--- src/rtl/oh_demux3_reg_pkg.sv ---
// Shared constants for the registered 1-to-3 stream demultiplexer.
//   NCH       number of output channels
//   DEST_W    width of the destination select
//   DEST_DROP destination code whose words are accepted and discarded
package oh_demux3_reg_pkg;

  localparam int unsigned NCH = 3;
  localparam int unsigned DEST_W = 2;
  localparam logic [DEST_W-1:0] DEST_DROP = 2'd3;

endpackage

--- src/rtl/oh_demux_slot.sv ---
// One-entry valid/ready output register for a single demux channel.
// Ports:
//   clk, nreset  clock, asynchronous active-low reset
//   push         load data_in this cycle
//   data_in      word to load
//   out_ready    consumer takes the held word this cycle when full
//   full         a word is held (drives the channel valid)
//   data_out     held word, stable while full & ~out_ready
//   slot_ready   slot can take a word this cycle (~full | out_ready)
module oh_demux_slot #(
  parameter int unsigned DW = 1
) (
  input  logic          clk,
  input  logic          nreset,
  input  logic          push,
  input  logic [DW-1:0] data_in,
  input  logic          out_ready,
  output logic          full,
  output logic [DW-1:0] data_out,
  output logic          slot_ready
);

  assign slot_ready = ~full | out_ready;

  // Push and pop in the same cycle keep the slot full with the new word.
  always_ff @(posedge clk or negedge nreset) begin
    if (!nreset) begin
      full     <= 1'b0;
      data_out <= '0;
    end else begin
      full <= push | (full & ~out_ready);
      if (push) begin
        data_out <= data_in;
      end
    end
  end

endmodule

--- src/rtl/oh_demux3_reg.sv ---
// Registered 1-to-3 stream demultiplexer with per-channel output registers.
// A stalled consumer only blocks words addressed to its own channel.
// Ports:
//   clk, nreset  clock, asynchronous active-low reset
//   in_valid     input word present
//   in_dest      destination 0..2; 3 = drop
//   in_data      input word
//   in_ready     word accepted when in_valid & in_ready
//   out_valid    per-channel word present
//   out_data     channel k data in bits [k*DW +: DW]
//   out_ready    per-channel consumer ready
//   drop_cnt     saturating count of dropped words
//   drop_pulse   one-cycle registered pulse per dropped word
module oh_demux3_reg
  import oh_demux3_reg_pkg::*;
#(
  parameter int unsigned DW = 1,
  parameter int unsigned CW = 8
) (
  input  logic              clk,
  input  logic              nreset,
  input  logic              in_valid,
  input  logic [DEST_W-1:0] in_dest,
  input  logic [DW-1:0]     in_data,
  output logic              in_ready,
  output logic [NCH-1:0]    out_valid,
  output logic [NCH*DW-1:0] out_data,
  input  logic [NCH-1:0]    out_ready,
  output logic [CW-1:0]     drop_cnt,
  output logic              drop_pulse
);

  logic [NCH-1:0] push;
  logic [NCH-1:0] slot_ready;
  logic           drop;

  // in_ready looks only at the addressed slot; the drop code is always taken.
  always_comb begin
    in_ready = 1'b1;
    for (int unsigned k = 0; k < NCH; k++) begin
      if (in_dest == DEST_W'(k)) begin
        in_ready = slot_ready[k];
      end
    end
  end

  // in_valid gates every state update so X on idle dest/data cannot leak in.
  always_comb begin
    push = '0;
    for (int unsigned k = 0; k < NCH; k++) begin
      push[k] = in_valid & slot_ready[k] & (in_dest == DEST_W'(k));
    end
  end

  assign drop = in_valid & (in_dest == DEST_DROP);

  for (genvar k = 0; k < NCH; k++) begin : g_slot
    oh_demux_slot #(
      .DW(DW)
    ) u_slot (
      .clk       (clk),
      .nreset    (nreset),
      .push      (push[k]),
      .data_in   (in_data),
      .out_ready (out_ready[k]),
      .full      (out_valid[k]),
      .data_out  (out_data[k*DW +: DW]),
      .slot_ready(slot_ready[k])
    );
  end

  always_ff @(posedge clk or negedge nreset) begin
    if (!nreset) begin
      drop_cnt   <= '0;
      drop_pulse <= 1'b0;
    end else begin
      drop_pulse <= drop;
      if (drop && (drop_cnt != '1)) begin
        drop_cnt <= drop_cnt + CW'(1);
      end
    end
  end

endmodule

--- config.mk ---
export PLATFORM = sky130hd
export DESIGN_NAME = oh_demux3_reg
export DESIGN_NICKNAME = d
export VERILOG_FILES = /design/src/rtl/oh_demux3_reg_pkg.sv /design/src/rtl/oh_demux_slot.sv /design/src/rtl/oh_demux3_reg.sv
export SDC_FILE = /design/constraint.sdc
export NUM_CORES = 1
export LEC_CHECK = 0
export ABC_AREA = 1
export ABC_CLOCK_PERIOD_IN_PS = 1390
export CAP_MARGIN = 20
export CORE_MARGIN = 5
export CORE_UTILIZATION = 45
export DETAILED_ROUTE_END_ITERATION = 8
export PLACE_DENSITY_LB_ADDON = 0.05
export SYNTH_ARGS = -nofsm -noshare
export SYNTH_HDL_FRONTEND = slang
export SYNTH_HIERARCHICAL = 1
export SYNTH_SLANG_ARGS = --single-unit
--- constraint.sdc ---
create_clock -name clk -period 1.39 [get_ports clk]
set_input_delay 0.2085 -clock clk [delete_from_list [all_inputs] [get_ports clk]]
set_output_delay 0.2085 -clock clk [all_outputs]
set_load 0.01 [all_outputs]
# Yosys cells after proc, flatten, opt, wreduce, memory -nomap -nowiden
# Index checks and enable logic that the tools add are counted.
# totals
mem_bits_ro	0
elab_cells	40
output_inout_bits	16
mem_count	0
regBits	15
inputBits	9
mem_bits_rw	0
latchBits	0
# classes
muxes	3
n_bitwise	22
n_reduce_logical	2
order_cmp	0
addsub	1
eq_ne	4
multipliers	0
shifts	0
div	0
# op_table
operator	count
1-bit AND	10
8-bit by 1-bit adder with 8-bit output (second input constant)	1
8-bit inequality test (second input constant)	1
1-bit inverter	6
1-bit OR	6
2-bit equality test (second input constant)	2
1-bit two-way mux	3
2-bit by 1-bit equality test with 1-bit output (second input constant)	1
2-bit zero test	1
1-bit logical AND	1

# Depth between registers and ports, before layout
# depth
depth_word	5
depth_mapped	7
mapped_depth_nobuf	7

# Modules after synthesis
# Netlist, hierarchy kept.
# by_module_without_submodules
mod	cells_per_inst	area_per_inst_um2	n_inst
oh_demux3_reg	76	585.6	1
oh_demux_slot	9	78.8	3

# Least setup slack after synthesis
# No wires, ideal clock.
# synth_path
path_type	flip-flop to flip-flop
start	register drop_cnt[0]
end	register drop_cnt[2]
setup_slack_ns	0.128
arrival_time_ns	1.136
synth_period_minus_slack_ns	1.262
setup_ns	0.127
stages_incl_launch_ff	6
n_path_buf	0
cell_sequence	dfrtp_1 ha_1 nand2_1 nor2_4 a21oi_2 a21oi_2
# synth_via
elab_chain_len	2
elab_cells_between_ends	3
classes_between	1 x add/sub; 1 x eq/ne; 1 x reduce/logical
# synth_rtl
item	line_no	text
start, declared	oh_demux3_reg.sv:29	output logic [CW-1:0] drop_cnt,
start signal, assigned	oh_demux3_reg.sv:79	drop_cnt <= drop_cnt + CW'(1);
parallel branches: the longest is 2 deep, another holds 8-bit by 1-bit adder with 8-bit output	-	
# Parallel ways; which one is timed is not known.
# A chain may end at the register's enable or synchronous reset.

# Worst setup path in the final report
# layout_path
start	register drop_cnt[1]
end	register drop_cnt[7]
# The elaborated chain is that of the path after synthesis.

==> results.sh <==
export IMPL_status="completed"
export IMPL_fin_ws_ns=0.07705
export IMPL_yosysMostFrequentCell="nand2_1"
export IMPL_skew_ns=0.006718
export IMPL_hold_viol=0
export IMPL_path_clk_slew_ns=0.09
export IMPL_max_slew_margin_pct=86.89
export IMPL_synth_compound_area_share_pct=3.957
export IMPL_n_antenna_cell=0
export IMPL_syn_cell_area_um2=822.0
export IMPL_yosys_warnings=6
export IMPL_grt_pass1_wl_um=2953
export IMPL_final_max_slew_viol_count=0
export IMPL_drc_errors=0
export IMPL_hpwlAfterDp_um=1330
export IMPL_wl_per_cell_um=10.80
export IMPL_grt_overflow_total=0
export IMPL_place_area_um2=1131
export IMPL_grt_usage_pct=14.86
export IMPL_synthArstFlopShare_pct=100.0
export IMPL_synth_cell_type_count=20
export IMPL_cp_max_fo=4
export IMPL_synthCells=103
export IMPL_yosys_top_cells_area="dfrtp_1 (46%), nand2_1 (18%), inv_1 (6.4%), nand3_1 (4.9%), nand2_2 (3.0%)"
export IMPL_numCtsBuffers=3
export IMPL_regArea_um2=375.4
export IMPL_internal_power_mw=0.8566
export IMPL_power_frac_clock_pct=19.2
export IMPL_pre_cts_ws_ns=-0.3058
export IMPL_slowest_stage="dfrtp_1"
export IMPL_dr_first_iter_drc_count=14
export IMPL_grt_start_max_net_pins=16
export IMPL_critPathMaxStageDelay_ns=0.39
export IMPL_synth_largest_type_area_fraction_pct=45.66
export IMPL_peakVddDrop_v=0.0005857
export IMPL_max_cap_violations=0
export IMPL_p_sw_share_pct=34.65
export IMPL_routed_wirelength_um=1793
export IMPL_vias=721
export IMPL_power_density_nw_per_um2=1096
export IMPL_crit_chain="buf_4 > ha_1 > nand2_2 > inv_1 > nor2_1 > nand3_1 > nand2_1 > inv_1"
export IMPL_hold_ws_ns=0.2188
export IMPL_final_util_pct=69.28
export IMPL_multi_input_area_um2=402.9
export IMPL_hold_buffers=0
export IMPL_p_comb_share_pct=38.4
export IMPL_die_w_um=52.74
export IMPL_power_leakage_nw=0.6943
export IMPL_period_minus_slack_ns=1.313
export IMPL_cts_sinks=15
export IMPL_io_pins=25
export IMPL_row_count=15
export IMPL_cp_num_buf_inv=3
export IMPL_muxShareOfSynthArea_pct=0
export IMPL_gp_congestion=0.8452
export IMPL_synth_top_family_by_area="simple AND/OR/NAND/NOR gates"
export IMPL_dr_pass1_iters=4
export IMPL_power_switching_mw=0.4541
export IMPL_synth_nets=113
export IMPL_hp_class="in2async"
export IMPL_fin_setup_tns_ns=0
export IMPL_synth_flop_cell="dfrtp_1"
export IMPL_fillers=170
export IMPL_worstMarginPinSlew_ns=0.1967
export IMPL_critical_path_top_delay_family="flip-flops"
export IMPL_final_nets=152
export IMPL_clock_root_buffer="clkbuf_4"
export IMPL_required_ns=1.58
export IMPL_rsz0062_at_grt="false"
export IMPL_final_cells=166
export IMPL_drtAntennaViolNets=0
export IMPL_setup_viol=0
export IMPL_synthAdderAreaFrac_pct=1.522
export IMPL_synth_edf_count=0
export IMPL_dp_cells=157
export IMPL_synth_simple_area_share_pct=40.18
export IMPL_antenna_found_initial=0
export IMPL_clockBufferDepth=2
export IMPL_core_um2=1727
export IMPL_die_h_um=52.74
export IMPL_start_util_pct=47.61
export IMPL_port_buffers=24
export IMPL_cts_tree="built"
export IMPL_drive_above_1_share_pct=23.40
export IMPL_syn_avg_cell_area_um2=7.981
export IMPL_syn2layout_area_growth_pct=45.51
export IMPL_worstPathArrival_ns=1.50
export IMPL_design_area_um2=1196
export IMPL_ys_seq_area_share_pct=45.66
export IMPL_cp_start_kind="register"
export IMPL_cp_end_kind="register"
export IMPL_die_area_um2=2782
export IMPL_crit_path_frequent_cell="inv_1"
export IMPL_path_class="reg2reg"
export IMPL_clock_latency_ns=0.29
export IMPL_synth_top_area_cell="dfrtp_1"
export IMPL_grt_pass1_vias=685
export IMPL_fin_crit_sh_pct=94.46
export IMPL_ys_ff_latch=15
export IMPL_synth_xor_area_share_pct=1.065
export IMPL_finalPower_mw=1.311
export IMPL_yosys_top_cells_count="nand2_1 (39), dfrtp_1 (15), inv_1 (14), nand3_1 (8), nor2_1 (6)"
export IMPL_seq_power_share_pct=42.4
export IMPL_fmax_ghz=0.7616
export IMPL_routed_via_density=4.343
export IMPL_htree_num_levels=1
power groups by stage:
stage / Clock [mW] / Combinational, mW / Sequential (mW)
floorplan: 0 / 0.152 / 0.634
global placement: 0 / 0.429 / 0.602
detailed placement: 0 / 0.433 / 0.604
CTS: 0.268 / 0.495 / 0.552
global route: 0.280 / 0.556 / 0.563
finish: 0.252 / 0.504 / 0.555
layout by cell type (no fill, tap or decap), drive strengths merged:
| cell | synthesis | final |
|---|---|---|
| dlymetal6s2s | 0 | 2 |
| clkdlybuf4s50 | 0 | 6 |
| clkinv | 0 | 1 |
| dlygate4sd2 | 0 | 15 |
| a21oi | 3 | 3 |
| buf | 0 | 11 |
| nand3b | 1 | 1 |
| nand3 | 9 | 9 |
| xnor2 | 1 | 1 |
| inv | 16 | 16 |
| nor2 | 10 | 10 |
| dfrtp | 15 | 15 |
| nand2 | 45 | 45 |
| o21ai | 2 | 2 |
| clkbuf | 0 | 3 |
| ha | 1 | 1 |
metal layers:
layer  up-vias  GRT usage, %  wire length, um
li1        391             -                -
met1       309         18.60              855
met2        16         22.93              810
met3         5         4.274               89
met4         0         7.660               38
met5         -             0                0
what timing repair did:
action                                  4_1_cts  5_1_grt
resized for setup                            20        6
buffers inserted                              5        0
pin swaps                                     0        2
endpoints found under the setup margin       15        7
cells by family (layout without fill, tap and decap cells):
family / Yosys count / count (layout)
AO/OA/AOI/OAI: 5 / 5
XOR/XNOR: 1 / 1
adder cells (fa/ha/maj): 1 / 1
buffers and inverters: 16 / 54
flip-flops: 15 / 15
AND/OR/NAND/NOR: 65 / 65
sequential cells by signal (all words and copies together), names as in the netlist:
name and cells:
g_slot.u_slot/data_out 3, g_slot.u_slot/full 3, drop_cnt 8, drop_pulse 1
final cells by class:
type	instances	area share, %
Tap cell	25	2.615
Timing Repair Buffer	34	24.79
Sequential cell	15	31.38
Inverter	16	5.230
Clock buffer	3	1.883
Clock inverter	1	0.4184
Multi-Input combinational cell	72	33.68
path summary, 6_finish.rpt:
check | from | to | slack [ns] | cells past startpoint
hold reg to reg | g_slot[0].u_slot/data_out$_DFFE_PN0P_ | g_slot[0].u_slot/data_out$_DFFE_PN0P_ | 0.48 | 2
hold / removal | nreset | g_slot[1].u_slot/data_out$_DFFE_PN0P_ | 0.22 | 2
max in group asynchronous | nreset | drop_cnt[0]$_DFFE_PN0P_ | 0.99 | 2
setup / recovery | drop_cnt[1]$_DFFE_PN0P_ | drop_cnt[7]$_DFFE_PN0P_ | 0.08 | 8
setup reg to reg | drop_cnt[1]$_DFFE_PN0P_ | drop_cnt[7]$_DFFE_PN0P_ | 0.08 | 8
min in group clk | in_dest[0] | g_slot[2].u_slot/full$_DFF_PN0_ | 0.40 | 6
Power figures use the tool's default switching activity.
